**src/rtl/ant_maze_pkg.sv**
```systemverilog
// Shared codes for the ant controller and its arena model: move and heading encodings,
// pheromone width, bench clock period and the neighbour-cell lookup result.
package ant_maze_pkg;

    localparam int PH_WIDTH = 4;
    localparam int CYC      = 10;

    typedef enum logic [1:0] {
        HALT    = 2'd0,
        RIGHT   = 2'd1,
        LEFT    = 2'd2,
        FORWARD = 2'd3
    } move_e;

    localparam logic [1:0] DIR_N = 2'd0;
    localparam logic [1:0] DIR_E = 2'd1;
    localparam logic [1:0] DIR_S = 2'd2;
    localparam logic [1:0] DIR_W = 2'd3;

    typedef enum logic {
        StRun  = 1'b0,
        StDone = 1'b1
    } state_e;

    typedef struct packed {
        logic       blocked;
        logic [3:0] x;
        logic [3:0] y;
    } cell_t;

endpackage

```
**src/rtl/ant_ph_map.sv**
```systemverilog
// Per-cell pheromone register array: writes keep the maximum level seen, reads are combinational.
module ant_ph_map
    import ant_maze_pkg::*;
#(
    parameter int Depth = 64,
    parameter int AddrW = 6
) (
    input  logic                clk,
    input  logic                rst_n,
    input  logic                wr_en,
    input  logic [AddrW-1:0]    wr_addr,
    input  logic [PH_WIDTH-1:0] wr_data,
    input  logic [AddrW-1:0]    rd_addr,
    output logic [PH_WIDTH-1:0] rd_data
);

    logic [PH_WIDTH-1:0] r_mem [Depth];

    always_ff @(posedge clk or negedge rst_n) begin
        if (!rst_n) begin
            for (int i = 0; i < Depth; i++) begin
                r_mem[i] <= '0;
            end
        end else if (wr_en && (wr_data > r_mem[wr_addr])) begin
            r_mem[wr_addr] <= wr_data;
        end
    end

    assign rd_data = r_mem[rd_addr];

endmodule

```
**src/rtl/ant_maze_env.sv**
```systemverilog
// Grid arena driven by the ant controller's move command; returns wall sensors, hit/escape
// flags and, when CHALLENGE is set, the pheromone level of the ant's current cell.
module ant_maze_env
    import ant_maze_pkg::*;
#(
    parameter int           W         = 8,
    parameter int           H         = 8,
    parameter logic [W*H-1:0] WALL_MAP = '0,
    parameter int           START_X   = 0,
    parameter int           START_Y   = 0,
    parameter logic [1:0]   START_DIR = DIR_E,
    parameter int           EXIT_X    = W - 1,
    parameter int           EXIT_Y    = H - 1,
    parameter int           STEP_W    = 16,
    parameter bit           CHALLENGE = 1'b1
) (
    input  logic                clk,
    input  logic                rst_n,
    input  logic [1:0]          move,
    input  logic [PH_WIDTH-1:0] ph_drop,
    output logic                ant_l,
    output logic                ant_r,
    output logic                hit,
    output logic                escape,
    output logic [PH_WIDTH-1:0] ph_detected,
    output logic [3:0]          pos_x,
    output logic [3:0]          pos_y,
    output logic [1:0]          dir,
    output logic [STEP_W-1:0]   steps
);

    localparam int IdxW = (W * H > 1) ? $clog2(W * H) : 1;

    // Off-grid neighbours report blocked; x/y are only meaningful when not blocked.
    function automatic cell_t nbr(input logic [3:0] x, input logic [3:0] y, input logic [1:0] d);
        int    nx;
        int    ny;
        cell_t c;
        nx = int'(x);
        ny = int'(y);
        case (d)
            DIR_N:   ny = ny - 1;
            DIR_E:   nx = nx + 1;
            DIR_S:   ny = ny + 1;
            default: nx = nx - 1;
        endcase
        c.x = 4'(nx);
        c.y = 4'(ny);
        if (nx < 0 || nx >= W || ny < 0 || ny >= H) begin
            c.blocked = 1'b1;
        end else begin
            c.blocked = WALL_MAP[IdxW'(ny * W + nx)];
        end
        return c;
    endfunction

    state_e            r_state;
    logic [3:0]        r_x, r_y;
    logic [1:0]        r_dir;
    logic              r_hit, r_escape;
    logic [STEP_W-1:0] r_steps;

    cell_t      w_fwd;
    logic [3:0] w_x_d, w_y_d;
    logic [1:0] w_dir_d;
    logic       w_hit_d, w_count;

    assign w_fwd = nbr(r_x, r_y, r_dir);
    assign ant_l = nbr(r_x, r_y, r_dir + 2'd3).blocked;
    assign ant_r = nbr(r_x, r_y, r_dir + 2'd1).blocked;

    // Unknown or HALT codes fall through to the default and leave the ant in place.
    always_comb begin
        w_x_d   = r_x;
        w_y_d   = r_y;
        w_dir_d = r_dir;
        w_hit_d = 1'b0;
        w_count = 1'b0;
        case (move)
            RIGHT: begin
                w_dir_d = r_dir + 2'd1;
                w_count = 1'b1;
            end
            LEFT: begin
                w_dir_d = r_dir + 2'd3;
                w_count = 1'b1;
            end
            FORWARD: begin
                w_count = 1'b1;
                if (w_fwd.blocked) begin
                    w_hit_d = 1'b1;
                end else begin
                    w_x_d = w_fwd.x;
                    w_y_d = w_fwd.y;
                end
            end
            default: ;
        endcase
    end

    always_ff @(posedge clk or negedge rst_n) begin
        if (!rst_n) begin
            r_state  <= StRun;
            r_x      <= 4'(START_X);
            r_y      <= 4'(START_Y);
            r_dir    <= START_DIR;
            r_hit    <= 1'b0;
            r_escape <= 1'b0;
            r_steps  <= '0;
        end else begin
            case (r_state)
                StRun: begin
                    r_x   <= w_x_d;
                    r_y   <= w_y_d;
                    r_dir <= w_dir_d;
                    r_hit <= w_hit_d;
                    if (w_count && (r_steps != {STEP_W{1'b1}})) begin
                        r_steps <= r_steps + STEP_W'(1);
                    end
                    if (w_x_d == 4'(EXIT_X) && w_y_d == 4'(EXIT_Y)) begin
                        r_escape <= 1'b1;
                        r_state  <= StDone;
                    end
                end
                default: begin
                    r_hit <= 1'b0;
                end
            endcase
        end
    end

    assign pos_x  = r_x;
    assign pos_y  = r_y;
    assign dir    = r_dir;
    assign hit    = r_hit;
    assign escape = r_escape;
    assign steps  = r_steps;

    generate
        if (CHALLENGE) begin : g_ph
            logic [IdxW-1:0] w_addr;
            logic            w_wr_en;
            // Drops land on the pre-move cell, which is the registered position.
            assign w_addr  = IdxW'(int'(r_y) * W + int'(r_x));
            assign w_wr_en = (r_state == StRun) && (ph_drop != '0);
            ant_ph_map #(
                .Depth (W * H),
                .AddrW (IdxW)
            ) u_map (
                .clk     (clk),
                .rst_n   (rst_n),
                .wr_en   (w_wr_en),
                .wr_addr (w_addr),
                .wr_data (ph_drop),
                .rd_addr (w_addr),
                .rd_data (ph_detected)
            );
        end else begin : g_no_ph
            assign ph_detected = '0;
        end
    endgenerate

endmodule

```
**config.mk**
```make
export PLATFORM = sky130hd
export DESIGN_NAME = ant_maze_env
export DESIGN_NICKNAME = d
export VERILOG_FILES = /design/src/rtl/ant_maze_pkg.sv /design/src/rtl/ant_ph_map.sv /design/src/rtl/ant_maze_env.sv
export SDC_FILE = /design/constraint.sdc
export NUM_CORES = 1
export LEC_CHECK = 0
export BUFFER_PORTS_ARGS = -buffer_cell sky130_fd_sc_hd__buf_2
export CAP_MARGIN = 0
export CORE_MARGIN = 2
export CORE_UTILIZATION = 45
export DETAILED_ROUTE_END_ITERATION = 16
export PLACE_DENSITY = 0.65
export SYNTH_ARGS = -nofsm -noshare
export SYNTH_HDL_FRONTEND = slang
export SYNTH_SLANG_ARGS = --single-unit
```
**constraint.sdc**
```tcl
create_clock -name clk -period 3.6 [get_ports clk]
set_input_delay 0.36 -clock clk [delete_from_list [all_inputs] [get_ports clk]]
set_output_delay 0.36 -clock clk [all_outputs]
set_load 0.02 [all_outputs]
```
==> out/results.ini <==
[critical_path]
path_class=register to register
crit_chain=buf_12 > mux2_4 > a221o_1 > a222oi_1 > o22ai_2 > or4_4 > ha_4 > nand4_1 > o41ai_4 > buf_12 > buf_6 > a2111oi_4 > buf_12 > nand2_2 > mux2_2
critPathMaxStageDelay_ps=500
critPathSlowestCell=dfrtp_4
crit_family=compound AO/OA/AOI/OAI gates
required_ps=4050
critPathArrivalTime_ps=4660
startpoint_type=register
cpMostUsedCell=buf_12
cp_num_buf_inv=4
worstPathMaxFanout=8
cp-end-kind=register

[floorplanning]
num_rows=65
fp.dieW_um=183
start_util_pct=45.7
ios=42
die_area_um2=33500
core_area_um2=31600
die_height_um=183

[run_status]
outcome=finished, violations left
violations=negative setup slack

[global_routing]
globalRouteOverflowTotal=0
grt_pass1_wl_um=62600
antenna_found_initial=0
track_usage_pct=24.2
grt_pass1_vias=10400
grt_max_degree=97

[final_layout]
multi_input_area_um2=7470
fin_cells=1730
diodes=0
fillers=2519
regArea_um2=7140
final_layout_size_suffix_gt1_share_pct=49.0
syn2layout_area_growth_pct=24.8
fin_nets=1332
finish.utilization_pct=57.0

[route]
postRouteAntennaNets=0
wl_per_cell_um=23.1
drtPass1Iterations=6
drt_wl_total_um=39900
first_iter_violations=734
via_count=10200
vias_per_cell=5.88
drcViolationCount=0

[synth]
synthSimpleGateAreaFrac_pct=8.05
synth-seq-cells=285
yosys_warnings=0
synth_fa_ha_area_share_pct=1.74
synth_cell_type_count=73
synth-edff-count=0
synth-compound-area-share_pct=9.39
avgSynthCellArea_um2=12.7
ys_seq_area_share_pct=49.5
synth_area_leaders=dfrtp_1 49%, mux2_2 21%, mux4_2 2.8%
syn-cell-area_um2=14400
synth_xor_area_share_pct=1.46
yosys.area.top_type=dfrtp_1
async_flop_share_pct=100
synth_ff_type=dfrtp_1
synth_top_family_by_area=multiplexers
yosys.cell_count.top_type=dfrtp_1
synthTopCellsByCount=284 x dfrtp_1, 275 x mux2_2, 66 x nand2_1
synth.area.mux_share_pct=26.9
syn-instance-count=1139
synth.top_cell.area_share_pct=49.3
synth_nets=1167

[clock_network]
clk_pin_slew_ps=70
clock-sinks=285
cts_buffers=30
worst_skew_pair.late_latency_ps=580
h-tree-depth=1
cts_max_path_buffers=3
clockRootBuffer=clkbuf_16
cts_tree=done

[power_and_ir_drop]
power_density_nw_per_um2=882
max-vdd-ir-drop_v=0.000479
p_leak_nw=8.82

[sta]
rsz0062_at_grt=true
fmax_ghz=0.238
max-slew-margin-rel_pct=27.3
fin_crit_ps=4210
min_period_over_period_pct=117
fin_worst_skew_ps=24.6
setup-violations-final=257
setup_slack_ps=-610
finalHoldViolations=0
max_slew.worst_pin.slew_ps=1090
maxSlewViolCount=0

[place]
dp_cells=1636
port_buffers=41
gp_congestion=0.922
dpl.hpwl_um=27100

[run]
cap_violations=0

[min_path]
hold_class=input pin to register

==> where the power goes <==
part	internal, mW	switching, mW	total (mW)	leakage, nW
clock network	1.78	1.29	3.07	0.491
registers	4.23	0.654	4.89	3.82
logic	3.82	4.09	7.91	4.51
total	9.83	6.04	15.9	8.82
==> through the flow <==
stage                     hold slack (ps)  worst slack [ps]  instance area (µm²)  TNS (ps)  power [mW]
after global routing                  316              -746                18000   -175160        16.6
after CTS                             261              -553                17800   -126720        15.6
after global placement                471              -939                16000   -210980        11.6
final                                 270              -610                18000   -140410        15.9
after floorplan                      64.4              -410                14500    -94280        8.93
after detailed placement              473              -958                16000   -204190        11.7
==> what timing repair did <==
item                                    in CTS  in global routing
pin swaps                                   13                  4
buffers inserted                            35                  2
resized for setup                           87                 37
hold buffers                                 1                  0
endpoints found under the setup margin     257                259
endpoints found under the hold margin       92                  0
==> metal layers <==
layer	wire [µm]	global-route usage, %	part of all wire [%]	vias to the layer above
met4	1250	7.52	3.1	0
met2	18500	38.5	46	304
met1	17700	33.9	44	5243
met3	2440	4.53	6.1	80
met5	0	0	0	-
li1	-	-	-	4545
==> state kept, by name (all words and copies together), names as in the netlist <==
register and cells:
escape 1, pos_x 4, dir 2, r_state 1, g_ph.u_map.r_mem 256, pos_y 4, hit 1, steps 16
==> placed cells by master (no fill, tap or decap), drive strengths merged, types with 4 or more instances in the layout <==
cell type	instances
dfrtp	284
mux2	278
buf	209
nand2	98
clkbuf	47
nor2	38
mux2i	34
a21oi	27
o21ai	25
a22oi	22
ha	20
mux4	18
xnor2	16
inv	15
nor2b	14
a221oi	14
o22ai	13
nand3	11
nor3	10
and3	9
a31oi	9
clkinv	9
xor2	8
nand2b	8
and2	8
a221o	8
a2111oi	8
nand4	6
and4	4
nand3b	4
==> worst min-delay path, cell delays in order <==
cell and delay (ps):
buf_2 100, ha_1 160, xor2_1 60, nor2_1 80, a21oi_1 40
==> final cells by class <==
type / instances / share of cell area, %
repair buffers: 210 / 10.1
clock inverters: 9 / 0.529
flip-flops and latches: 285 / 39.7
inverters: 16 / 0.334
well taps: 402 / 2.80
multi-input cells: 761 / 41.5
clock buffers: 47 / 4.97
==> cells by family after synthesis <==
kind of cell,after synthesis
adder cells (fa/ha/maj),20
buffers and inverters,93
XOR/XNOR,24
multiplexers,330
AND/OR/NAND/NOR,224
flip-flops,285
AO/OA/AOI/OAI,163
==> worst paths after layout <==
| check | slack, ps | from | depth (start not counted) | end |
|---|---|---|---|---|
| max in group asynchronous | 2250 | rst_n | 3 | g_ph.u_map.r_mem[50]$_DFFE_PN0P_ |
| worst min-delay path | 270 | move[1] | 5 | dir[1]$_DFFE_PN0P_ |
| worst max-delay path | -610 | pos_x[2]$_DFFE_PN0N_ | 15 | g_ph.u_map.r_mem[97]$_DFFE_PN0P_ |
| worst min register to register | 480 | escape$_DFFE_PN0P_ | 1 | escape$_DFFE_PN0P_ |
| worst max register to register | -610 | pos_x[2]$_DFFE_PN0N_ | 15 | g_ph.u_map.r_mem[97]$_DFFE_PN0P_ |
| min in group asynchronous | 410 | rst_n | 2 | steps[6]$_DFFE_PN0P_ |
No activity file was read; power rests on OpenSTA's default activity.
